**src/rtl/piso_pkg.sv**
```systemverilog
// Shared types and frame-length helper for the PISO transmitter.
// PISO_PARITY_BIT_EN appends an even-parity bit to every frame.
package piso_pkg;

    typedef enum logic {IDLE = 1'b0, SHIFT = 1'b1} piso_state_e;

    localparam logic [0:0] ST_IDLE  = 1'b0;
    localparam logic [0:0] ST_SHIFT = 1'b1;

`ifdef PISO_PARITY_BIT_EN
    localparam bit PARITY_EN = 1'b1;
`else
    localparam bit PARITY_EN = 1'b0;
`endif

    function automatic int frame_len(input int width);
        return width + (PARITY_EN ? 1 : 0);
    endfunction

endpackage

```
**src/rtl/piso_shift_if.sv**
```systemverilog
// Load handshake and serial output bundle of the PISO transmitter.
interface piso_shift_if #(parameter int WIDTH = 4);
    logic             load_valid;
    logic             load_ready;
    logic [WIDTH-1:0] din;
    logic             sout;
    logic             sout_valid;
    logic             busy;
    logic             done;

    modport master (output load_valid, din,
                    input  load_ready, sout, sout_valid, busy, done);
    modport slave  (input  load_valid, din,
                    output load_ready, sout, sout_valid, busy, done);
endinterface

```
**src/rtl/piso_bit_counter.sv**
```systemverilog
// Loadable down-counter with zero flag; holds at zero until reloaded.
module piso_bit_counter #(
    parameter int CW = 2
) (
    input  logic          clk,
    input  logic          rst_n,
    input  logic          load,
    input  logic [CW-1:0] value,
    input  logic          dec,
    output logic [CW-1:0] count,
    output logic          is_zero
);
    logic [CW-1:0] cnt;

    always_ff @(posedge clk or negedge rst_n) begin
        if (!rst_n)
            cnt <= '0;
        else if (load)
            cnt <= value;
        else if (dec && cnt != '0)
            cnt <= cnt - CW'(1);
    end

    assign count   = cnt;
    assign is_zero = (cnt == '0);
endmodule

```
**src/rtl/piso_shift.sv**
```systemverilog
// Parallel-in/serial-out transmitter: MSB-first, registered outputs, back-to-back reload.
// Define PISO_PARITY_BIT_EN to append an even-parity bit after din[0].
module piso_shift
    import piso_pkg::*;
#(
    parameter int WIDTH = 4
) (
    input  logic         clk,
    input  logic         rst_n,
    piso_shift_if.slave  bus
);
    localparam int FRAME_LEN = frame_len(WIDTH);
    localparam int CW        = $clog2(FRAME_LEN);

    logic [0:0]       state;
    logic [WIDTH-2:0] sreg;
    logic             sout_q, sout_valid_q, done_q;
    logic [CW-1:0]    cnt;
    logic             cnt_zero;
    logic             last_bit, load_ready, accept, next_is_last, nxt_bit;

    // Counter tracks bits still to follow the one currently on sout.
    piso_bit_counter #(.CW(CW)) u_cnt (
        .clk     (clk),
        .rst_n   (rst_n),
        .load    (accept),
        .value   (CW'(FRAME_LEN - 1)),
        .dec     ((state == ST_SHIFT) & ~cnt_zero),
        .count   (cnt),
        .is_zero (cnt_zero)
    );

    assign last_bit     = (state == ST_SHIFT) & cnt_zero;
    assign load_ready   = (state == ST_IDLE) | last_bit;
    assign accept       = bus.load_valid & load_ready;
    assign next_is_last = (cnt == CW'(1));

`ifdef PISO_PARITY_BIT_EN
    logic par_q;

    always_ff @(posedge clk or negedge rst_n) begin
        if (!rst_n)
            par_q <= 1'b0;
        else if (accept)
            par_q <= ^bus.din;
    end

    assign nxt_bit = next_is_last ? par_q : sreg[WIDTH-2];
`else
    assign nxt_bit = sreg[WIDTH-2];
`endif

    always_ff @(posedge clk or negedge rst_n) begin
        if (!rst_n) begin
            state        <= ST_IDLE;
            sreg         <= '0;
            sout_q       <= 1'b0;
            sout_valid_q <= 1'b0;
            done_q       <= 1'b0;
        end else if (accept) begin
            // MSB goes straight to the output register; sreg keeps the rest.
            state        <= ST_SHIFT;
            sreg         <= bus.din[WIDTH-2:0];
            sout_q       <= bus.din[WIDTH-1];
            sout_valid_q <= 1'b1;
            done_q       <= 1'b0;
        end else if (state == ST_SHIFT) begin
            if (cnt_zero) begin
                state        <= ST_IDLE;
                sout_q       <= 1'b0;
                sout_valid_q <= 1'b0;
                done_q       <= 1'b0;
            end else begin
                sreg   <= sreg << 1;
                sout_q <= nxt_bit;
                done_q <= next_is_last;
            end
        end
    end

    assign bus.load_ready = load_ready;
    assign bus.sout       = sout_q;
    assign bus.sout_valid = sout_valid_q;
    assign bus.done       = done_q;
    assign bus.busy       = (state == ST_SHIFT);
endmodule

```
**src/flat_wrapper.sv**
```systemverilog
// flat-port wrapper written by rule: the top's interface ports become plain ports
module piso_shift_flat import piso_pkg::*;
#(
    parameter int WIDTH = 4
)
  (clk, rst_n, bus_load_valid, bus_din, bus_load_ready, bus_sout, bus_sout_valid, bus_busy, bus_done);
  piso_shift_if #(.WIDTH(WIDTH)) bus_i ();
  input  logic clk;
  input  logic rst_n;
  input wire logic [$bits(bus_i.load_valid)-1:0] bus_load_valid;
  input wire logic [$bits(bus_i.din)-1:0] bus_din;
  output wire logic [$bits(bus_i.load_ready)-1:0] bus_load_ready;
  output wire logic [$bits(bus_i.sout)-1:0] bus_sout;
  output wire logic [$bits(bus_i.sout_valid)-1:0] bus_sout_valid;
  output wire logic [$bits(bus_i.busy)-1:0] bus_busy;
  output wire logic [$bits(bus_i.done)-1:0] bus_done;
  assign bus_i.load_valid = bus_load_valid;
  assign bus_i.din = bus_din;
  assign bus_load_ready = bus_i.load_ready;
  assign bus_sout = bus_i.sout;
  assign bus_sout_valid = bus_i.sout_valid;
  assign bus_busy = bus_i.busy;
  assign bus_done = bus_i.done;
  piso_shift #(.WIDTH(WIDTH)) u_core (.clk(clk), .rst_n(rst_n), .bus(bus_i));
endmodule
```
**config.mk**
```make
export PLATFORM = sky130hd
export DESIGN_NAME = piso_shift_flat
export DESIGN_NICKNAME = d
export VERILOG_FILES = /design/src/rtl/piso_pkg.sv /design/src/rtl/piso_shift_if.sv /design/src/rtl/piso_bit_counter.sv /design/src/rtl/piso_shift.sv /design/src/flat_wrapper.sv
export SDC_FILE = /design/constraint.sdc
export NUM_CORES = 1
export LEC_CHECK = 0
export CAP_MARGIN = 10
export CORE_AREA = 2 2 39 41
export CTS_CLUSTER_SIZE = 12
export DETAILED_ROUTE_END_ITERATION = 8
export DIE_AREA = 0 0 41 43
export PLACE_DENSITY = 0.65
export SYNTH_ARGS = -nofsm -noshare
export SYNTH_HDL_FRONTEND = slang
export SYNTH_SLANG_ARGS = --single-unit
```
**constraint.sdc**
```tcl
create_clock -name clk -period 1.7 [get_ports clk]
set_input_delay 0.34 -clock clk [delete_from_list [all_inputs] [get_ports clk]]
set_output_delay 0.34 -clock clk [all_outputs]
set_load 0.005 [all_outputs]
```
Word level (Yosys, flattened, before mapping)
Cells that the tools add are included.

word-level totals
  bits of input ports = 7
  register bits after elaboration = 9

operators by class
  equal/unequal tests = 2
  reduce and logical (&&, ||, !) cells = 8
  bitwise operators = 6
  multiplexer cells = 17
  $add $sub $neg = 1

operators by type and width
  kind                   count
  $mux W1                12
  $mux W3                3
  $reduce_bool A2 Y1     4
  $mux W2                2
  $reduce_and A2 Y1      2
  $and A1 B1 Y1          3
  $eq A2 B1 Y1 const B   1
  $logic_not A2 Y1       1
  $ne A2 B2 Y1 const B   1
  $not A1 Y1             2
  $sub A2 B1 Y2 const B  1
  $logic_and A1 B1 Y1    1
  $or A1 B1 Y1           1

Longest topological paths before layout
  word-level depth = 6
  depth in mapped cells = 7

Hierarchy
A second synthesis with hierarchy kept.

unflattened totals
  cell total of the unflattened synthesis = 42
  area total of the unflattened synthesis = 494.2 um2

modules (own cells, without submodules)
  module            instances  area each (um2)  cells an instance
  piso_shift        1          361.6            29
  piso_bit_counter  1          132.6            13

Worst setup path after synthesis
No wires, ideal clock.

  path kind = register to register
  start = register u_core.u_cnt.cnt[0] (netlist: u_core.u_cnt.count[0])
  end = register u_core.sout_q (netlist: u_core.bus.sout)
  data required time = 1.579 ns
  slack = 0.432 ns
  stages on the path, launching flop included = 8
  data arrival time = 1.147 ns
  buffers on the path = 1
  setup time = 0.121 ns
  cell sequence = dfrtp_1 > inv_1 > ha_1 > nor2b_4 > buf_6 > inv_4 > a32oi_1 > nand2_1

between the ends
  longest elaborated chain between the ends = 5
  elaborated cells on any way between the ends = 8
  those cells by class = 3 x mux; 3 x bitwise; 2 x reduce/logical

ends and longest elaborated chain
  item                                           RTL line                source
  start, declared                                piso_bit_counter.sv:13  logic [CW-1:0] cnt;
  start signal, assigned                         piso_bit_counter.sv:19  cnt <= value;
  start signal, assigned                         piso_bit_counter.sv:21  cnt <= cnt - CW'(1);
  $logic_not A2 Y1 *                             piso_bit_counter.sv:25  assign is_zero = (cnt == '0);
  $and A1 B1 Y1 *                                piso_shift.sv:33        assign last_bit = (state == ST_SHIFT) & cnt_zero;
  $or A1 B1 Y1 *                                 piso_shift.sv:34        assign load_ready = (state == ST_IDLE) | last_bit;
  net bus_load_ready                             flat_wrapper.sv:12      output wire logic [$bits(bus_i.load_ready)-1:0] bus_load_ready;
  $and A1 B1 Y1 *                                piso_shift.sv:35        assign accept = bus.load_valid & load_ready;
  $mux W1 or $reduce_bool A2 Y1 (tied branches)  -
  end signal, assigned                           piso_shift.sv:64        sout_q <= bus.din[WIDTH-1];
  end signal, assigned                           piso_shift.sv:75        sout_q <= nxt_bit;
  end, declared                                  piso_shift.sv:17        logic sout_q, sout_valid_q, done_q;

Mark *: on every way through the listed nets, which the timed path passes. The rest lies on a longest branch. The select of a mux whose other input is x is not followed.
A chain may end at the register's enable or synchronous reset.

Worst setup path after layout
  start = register u_core.u_cnt.cnt[1] (netlist: u_core.u_cnt.count[1])
  end = output port bus_load_ready

between the ends
  longest elaborated chain between the ends = 3

ends and longest elaborated chain
  item              RTL line
  $logic_not A2 Y1  piso_bit_counter.sv:25
  $and A1 B1 Y1     piso_shift.sv:33
  $or A1 B1 Y1      piso_shift.sv:34
  end, declared     flat_wrapper.sv:12

Every way passes these cells.

==> run metrics <==
dominant cell type by area after synthesis=dfrtp_1; Max stage delay on crit path=0.35 ns; # rows=14; overflow left after global routing=0; mux contribution to synthesized area=7.12%; Pins Over Slew Limit=0; layout cells sized above 1=18.9%; Core Region=1380 um^2; Seq. cell area=225 um^2; final hold violations=0; main combinational cell family by area after synthesis=compound AO/OA/AOI/OAI gates; Final Critical Period=1.60 ns; Power Density=1690 nW/um^2; Mean Syn Cell Area=11.1 um^2; DR pass1 iterations=1; vias in the first global route=317; Max stage delay cell, worst path=dfrtp_1; Peak VDD IR=591 uV; Place WS=0.0702 ns; largest cells by area after synthesis=dfrtp_1 (53%), mux2i_1 (7.1%), ha_1 (5.9%), nand2_1 (4.5%), o21ai_0 (3.6%); Area Overhead vs Synth=39.5%; Critical R2R Launch=u_core.u_cnt.count[1]; global-route wire length before repair=1350 um; htree depth=1; Leak=0.270 nW; Worst Path Arrival=1.26 ns; RSZ-0062 raised after global routing=false; Comb power frac=47.3%; Seq/Total Area, Yosys=53.4%; via count=319; sum of negative setup slack=0 ns; Die Wd=41 um; slew margin rel.=71.4%; IO Pins=12; most common cell after layout, fill and taps aside=clkdlybuf4s50_1; HP Class=primary input to async pin; Slew @ Worst Pin=0.427 ns; final wirelength=823 um; DRT iter0 DRCs=0; DP Wirelength=601 um; CTS Hold Bufs=0; synthesized-area fraction occupied by adder cells=5.93%; Cells after Synth=38; Critical Path Fanout Max=6; Synth Area in XOR/XNOR=0%; routability cong.=0.661; yosys warns=0; NetSw=338 uW; full die area=1760 um^2; worst-skew pair later-pin latency=0.26 ns; final clock skew=0.00659 ns; post-synth net total=47; sequential share of power=36.6%; Initial Utilization=30.5%; Via density=4.62; largest net degree at the start of global routing=11; Die Height=43 um; critical path launch point type=register; Layout Utilization=42.5%; clock power share=16.1%; Clock transition at path regs=0.06 ns; CP Capture Type=output port; Ant. Diodes=0; Top Family by Delay on Critical Path=buffers and inverters; CP startpoint=u_core.u_cnt.count[1]; outcome=complete, no violations; Setup WS post-layout=0.0952 ns; initial antenna violation count=0; Remaining DRCs=0; post-synthesis compound-gate area fraction=14.2%; Synth Cell Area=422 um^2; CTS tree=yes; Synth Register Bits=9; Port Buffers=11; Simple-Gate Fraction of Synth Area=12.2%; crit path buf inv count=3; Pint=657 uW; Sink Count=9; setup violators final=0; most frequent cells in the layout=clkdlybuf4s50_1 (10), dfrtp_1 (9), nand2_1 (5); Final #Nets=63; Switching Fraction=34.0%; distinct cell type count after synthesis=19; Setup Crit Path Kind=register to output port; Critical Path, Cell by Cell=inv_2 -> ha_4 -> nor2b_4 -> inv_4 -> dlygate4sd2_1; Avg WL per Cell=11.9 um; footprint of the multi-input gates=179 um^2; fmax=0.623 GHz; Critical Path RT=1.36 ns; Root Buffer=clkbuf_4; clk buf depth=2; Final ANT Viol Nets=0; fin crit share=94.4%; Yosys top cell area share=53.4%; flop2flop setup slack=0.56 ns; cts bufs inserted=3; fillcell total=160; maxcap violations=0; GRT Util Overall=12.3%
[worst reg2reg max path: stages (launching register included)]
cell and delay [ns]:
dfrtp_1 0.35, inv_2 0.06, ha_4 0.16, nor2b_4 0.13, inv_4 0.06, a32oi_1 0.21
nand2_1 0.07
[final cells by class]
class,count,share of cell area [%]
clock buffer,4,4.47
inverter,3,2.34
multi-input combinational,24,30.4
timing repair buffer,13,21.1
tap,16,3.40
sequential,9,38.3
[path summary, 6_finish.rpt]
| kind | end | depth (start not counted) |
|---|---|---|
| hold reg to reg | u_core.bus.sout | 2 |
| setup reg to reg | u_core.bus.sout | 6 |
| min in group clk | u_core.bus.sout | 2 |
| max in group asynchronous | u_core.sreg[0] | 1 |
| hold / removal | u_core.sreg[2] | 1 |
| setup / recovery | bus_load_ready | 5 |
[power by group through the flow]
| stage | Sequential [mW] | Clock (mW) | Combinational [mW] |
|---|---|---|---|
| 2_1_floorplan | 0.363 | 0 | 0.275 |
| 3_3_place_gp | 0.358 | 0 | 0.448 |
| 3_5_place_dp | 0.365 | 0 | 0.462 |
| 4_1_cts | 0.365 | 0.170 | 0.482 |
| 5_1_grt | 0.373 | 0.181 | 0.536 |
| 6_report | 0.364 | 0.160 | 0.471 |
[layer usage]
layer,up-vias,global-route usage (%),part of all wire (%)
met5,-,0,0
met2,13,18.1,46
met1,145,12.2,46
li1,159,-,-
met3,2,4.71,6.0
met4,0,12.0,2.4
[logic make-up (layout without fill, tap and decap cells)]
group	count (synthesis)	count (layout)
compound gates	9	9
simple gates	10	10
fa+ha+maj	2	2
mux	3	3
flops	9	9
buf+inv	5	20
[synthesized netlist by cell type]
cell and n:
dfrtp_1 9, nand2_1 5, mux2i_1 3, o21ai_0 3, ha_1 2, inv_1 2
nor2_1 2, a21boi_0 1, a21oi_1 1, a32o_1 1, a32oi_1 1, buf_2 1
buf_6 1, inv_4 1, nand2b_1 1, nor2b_4 1, nor3_1 1, o21ai_1 1
o22a_1 1
[sequential cells by signal (all words and copies together), names as in the netlist]
| signal | flops |
|---|---|
| u_core.bus.busy | 1 |
| u_core.bus.done | 1 |
| u_core.bus.sout | 1 |
| u_core.bus.sout_valid | 1 |
| u_core.sreg | 3 |
| u_core.u_cnt.count | 2 |
[through the flow]
step	instances	hold WS [ns]	total power [mW]	area, um^2
floorplan	38	0.0444	0.639	422
global placement	65	0.453	0.805	551
finish	69	0.381	0.995	588
detailed placement	65	0.472	0.826	551
CTS	69	0.399	1.02	588
global route	69	0.422	1.09	588
[timing repair]
action	CTS	global route
gates resized for setup	5	0
setup endpoints to repair	1	0
setup buffers	0	0
(Power assumes the default switching activity.)
